$ cat src/rtl/serial_result_collector.sv
// Receive end of the bit-serial add/subtract datapath: gathers LSB-first sum bits
// plus the final carry into a BIT_WIDTH+1 result offered over a valid/ready handshake.
module serial_result_collector #(
   parameter int unsigned BIT_WIDTH = 8
) (
   input  logic                 clock,
   input  logic                 reset,
   input  logic                 start,
   input  logic                 M,
   input  logic                 bit_valid,
   input  logic                 bit_in,
   input  logic                 carry_in,
   output logic [BIT_WIDTH:0]   result,
   output logic                 result_valid,
   input  logic                 result_ready,
   output logic                 busy
);

   localparam int unsigned CNT_W = (BIT_WIDTH > 1) ? $clog2(BIT_WIDTH) : 1;

   typedef enum logic [1:0] {
      IDLE    = 2'd0,
      COLLECT = 2'd1,
      DONE    = 2'd2
   } state_t;

   state_t               state_q;
   logic [BIT_WIDTH-1:0] shreg_q;
   logic [BIT_WIDTH-1:0] shreg_d;
   logic [CNT_W-1:0]     cnt_q;
   logic                 m_q;
   logic                 last_bit_c;

   // New bits enter at the top so the first (LSB) bit ends up in shreg[0].
   assign shreg_d    = {bit_in, shreg_q[BIT_WIDTH-1:1]};
   assign last_bit_c = (cnt_q == CNT_W'(BIT_WIDTH - 1));

   always_ff @(posedge clock) begin
      if (reset) begin
         state_q      <= IDLE;
         shreg_q      <= '0;
         cnt_q        <= '0;
         m_q          <= 1'b0;
         result       <= '0;
         result_valid <= 1'b0;
         busy         <= 1'b0;
      end else begin
         unique case (state_q)
            IDLE: begin
               if (start) begin
                  state_q <= COLLECT;
                  shreg_q <= '0;
                  cnt_q   <= '0;
                  m_q     <= M;
                  busy    <= 1'b1;
               end
            end
            COLLECT: begin
               if (start) begin
                  shreg_q <= '0;
                  cnt_q   <= '0;
                  m_q     <= M;
               end else if (bit_valid) begin
                  shreg_q <= shreg_d;
                  cnt_q   <= cnt_q + CNT_W'(1);
                  if (last_bit_c) begin
                     // In subtract mode the MSB is the borrow, i.e. the inverted carry.
                     result       <= {carry_in ^ m_q, shreg_d};
                     result_valid <= 1'b1;
                     busy         <= 1'b0;
                     cnt_q        <= '0;
                     state_q      <= DONE;
                  end
               end
            end
            DONE: begin
               // A start is only honoured once the held result has been consumed.
               if (result_ready) begin
                  result_valid <= 1'b0;
                  if (start) begin
                     state_q <= COLLECT;
                     shreg_q <= '0;
                     cnt_q   <= '0;
                     m_q     <= M;
                     busy    <= 1'b1;
                  end else begin
                     state_q <= IDLE;
                  end
               end
            end
            default: begin
               state_q <= IDLE;
            end
         endcase
      end
   end

endmodule
$ cat config.mk
export PLATFORM = sky130hd
export DESIGN_NAME = serial_result_collector
export DESIGN_NICKNAME = d
export VERILOG_FILES = /design/src/rtl/serial_result_collector.sv
export SDC_FILE = /design/constraint.sdc
export NUM_CORES = 1
export LEC_CHECK = 0
export CAP_MARGIN = 20
export CORE_MARGIN = 4
export CORE_UTILIZATION = 33
export DETAILED_ROUTE_END_ITERATION = 10
export SETUP_SLACK_MARGIN = 0.15
export SYNTH_ARGS = -nofsm -noshare
export SYNTH_HDL_FRONTEND = slang
export SYNTH_SLANG_ARGS = --single-unit
$ cat constraint.sdc
create_clock -name clock -period 1.8 [get_ports clock]
set_input_delay 0.54 -clock clock [delete_from_list [all_inputs] [get_ports clock]]
set_output_delay 0.54 -clock clock [all_outputs]
set_load 0.05 [all_outputs]
==> qor.csv <==
stage,metric,value,unit
status,status,"complete, no violations",
setup_path,critical path peak fanout,8,
global_route,met2 GRT Util,0.2073,
clocking,Worst-path clk slew,0.12,ns
timing,Final setup viols,0,
routing,Via-to-Cell Ratio,5.402,
power_and_ir_drop,Final Power,0.9180,mW
setup_path,reg-to-reg setup timing slack,0.36,ns
routing,vias,913,
die,row cnt,19,
clocking,clock sinks,24,
power_and_ir_drop,leakage power total,0.4879,nW
finish,Register Area,480.5,um2
power_and_ir_drop,P_sw,0.2076,mW
finish,Ant. Diodes,0,
routing,ANT nets after route,0,
power_and_ir_drop,Clk pwr share,0.304,
routing,1st-pass router iterations,4,
global_route,vias in the first global route,874,
synth,Seq cells post-synth,24,
placed_design,Placer Congestion,0.7372,
power_and_ir_drop,Reg power frac,0.592,
die,IO Count,19,
finish,design area,0.001320,mm2
clocking,CTS Hold Bufs,0,
run,MaxCap Viol Count,0,
timing,Slew Limit Fails,0,
routing,drt initial violations,33,
routing,Routed WL per cell,13.82,um
global_route,M3 GR Usage,0.03908,
finish,Final Util,0.4627,
clocking,postcts setup bufs,0,
power_and_ir_drop,internal cell power,0.7104,mW
die,Core ar.,0.002853,mm2
die,die area,0.004056,mm2
global_route,grt ovf,0,
setup_path,startpoint types,input pin,
synth,Syn Std Cell Area,0.001023,mm2
timing,period utilisation layout,0.8826,
placed_design,placed inst area,0.001284,mm2
die,Die Span Y,63.69,um
timing,worst rel slew slack,0.7854,
finish,synthesis-to-finish area growth,28.97,%
clocking,CTS tree,built,
die,Die X,63.69,um
die,Starting Density,0.3588,
finish,multi-input combinational cell area,494.2,um2
clocking,post-CTS sizing,0,
finish,layout cells sized above 1,0.2029,
power_and_ir_drop,VDD IR-drop max,409.3,uV
timing,fmax,629.5,MHz
placed_design,Port Buffers,18,
synth,Netlist cell types,27,
global_route,largest net degree at the start of global routing,14,
finish,"commonest non-fill, non-tap cell in the layout",dfxtp_1,
power_and_ir_drop,Pwr Density,695.4,mW/mm2
synth,Synth area leaders,"dfxtp_1, nand2b_1, a21oi_1",
finish,"commonest cells after routing, fill and taps aside","dfxtp_1, buf_4, a21oi_1",
clocking,TritonCTS buffer count,3,
power_and_ir_drop,Sw Ratio,0.2262,
routing,final wirelength,2336,um
clocking,root buf cell,clkbuf_4,
timing,setup TNS,0,ns
finish,fin nets,150,
synth,Synth Instances,111,
timing,Worst Skew,0.002480,ns
clocking,worst-case clock buffer depth,2,
synth,"Seq/Total Area, Yosys",0.4694,
timing,Fin. Hold Viols,0,
setup_path,Crit. End Element,flip-flop,
synth,Yosys top cell area share,0.4694,
clocking,Clock Latency Late Sink,0.31,ns
finish,FILL cells,286,
timing,Slew @ Worst Pin,0.3214,ns
setup_path,CP required,2.05,ns
global_route,global route hottest layer,met2,
min_path,worst min-delay path category,flip-flop to flip-flop,
global_route,overall routing resource usage,0.1234,
power_and_ir_drop,share of power burned in combinational logic,0.104,
synth,post-synth top area cell,dfxtp_1,
global_route,first-pass GRT wire length,3981,um
routing,drt drc,0,
timing,Tmin final,1.589,ns
synth,Mapped Nets,122,
clocking,H-tree levels,1,
synth,Mean Syn Cell Area,9.221,um2
setup_path,crit path DAT,1.84,ns
timing,RSZ-0062 raised after global routing,no,
setup_path,Crit Path Category,input pin to flip-flop,
synth,yosys warns,0,
global_route,antenna violations before repair,0,
global_route,met1 Usage GRT,0.1501,
placed_design,post-detailed-placement half-perimeter wirelength,1801,um
kinds of logic (layout without fill, tap and decap cells):
group | count (synthesis) | count (layout) | share of synthesized area
compound gates | 39 | 39 | 0.2359
xor+xnor | 1 | 1 | 0.008559
fa+ha+maj | 3 | 3 | 0.03668
buf+inv | 10 | 37 | 0.04767
flops | 24 | 24 | 0.4694
mux | 1 | 1 | 0.009780
simple gates | 33 | 33 | 0.1919
cells in the mapped netlist (all sizes together):
master,n
xnor2,1
dfxtp,24
a21oi,16
a311oi,1
a31oi,1
nand2b,13
inv,2
and3,1
nor2,2
nand4bb,1
nor3,1
and4bb,1
buf,4
o32ai,7
o211ai,3
mux2i,1
nand3b,2
ha,3
a211oi,2
a21boi,1
nand3,8
clkbuf,4
or3,1
nand2,3
o21ai,8
cell type report:
class	count	area share
Sequential cell	24	0.3640
Timing Repair Buffer	31	0.1991
Multi-Input combinational cell	77	0.3744
Inverter	2	0.005687
Tap cell	31	0.02938
Clock buffer	4	0.02749
stage by stage:
stage               hold slack (ns)  setup slack (ns)  instances
global placement             0.4589          -0.02424        165
finish                       0.4820            0.2114        169
detailed placement           0.4672           -0.1033        165
global route                 0.4983            0.1511        169
floorplan                    0.4442            0.4630        111
CTS                          0.4867            0.2342        169
critical path, cell delays in order:
cell             delay, ns
clkdlybuf4s50_1       0.49
and4bb_1              0.38
buf_4                 0.18
nand3b_1              0.08
a21oi_1               0.16
registers in the layout, indices dropped and copies added, names as in the netlist:
register,count
result,9
shreg_q,7
cnt_q,3
state_q,2
busy,1
m_q,1
result_valid,1
power groups by stage:
stage	logic, mW	clock network, mW	registers [mW]
floorplan	0.0378	0	0.559
global placement	0.0944	0	0.555
detailed placement	0.0950	0	0.555
CTS	0.0954	0.297	0.543
global route	0.103	0.314	0.544
finish	0.0953	0.279	0.543
per-layer routing:
metal,up-vias,routed length [um]
li1,464,-
met1,430,1102
met2,17,1119
met3,2,97
met4,0,17
met5,-,0
worst paths after layout:
check                  from        end  cells after the start
setup / recovery      start   cnt_q[1]                      5
setup reg to reg   cnt_q[0]  result[0]                      5
hold / removal    result[5]  result[5]                      2
hold reg to reg   result[5]  result[5]                      2
(Power assumes the default switching activity.)
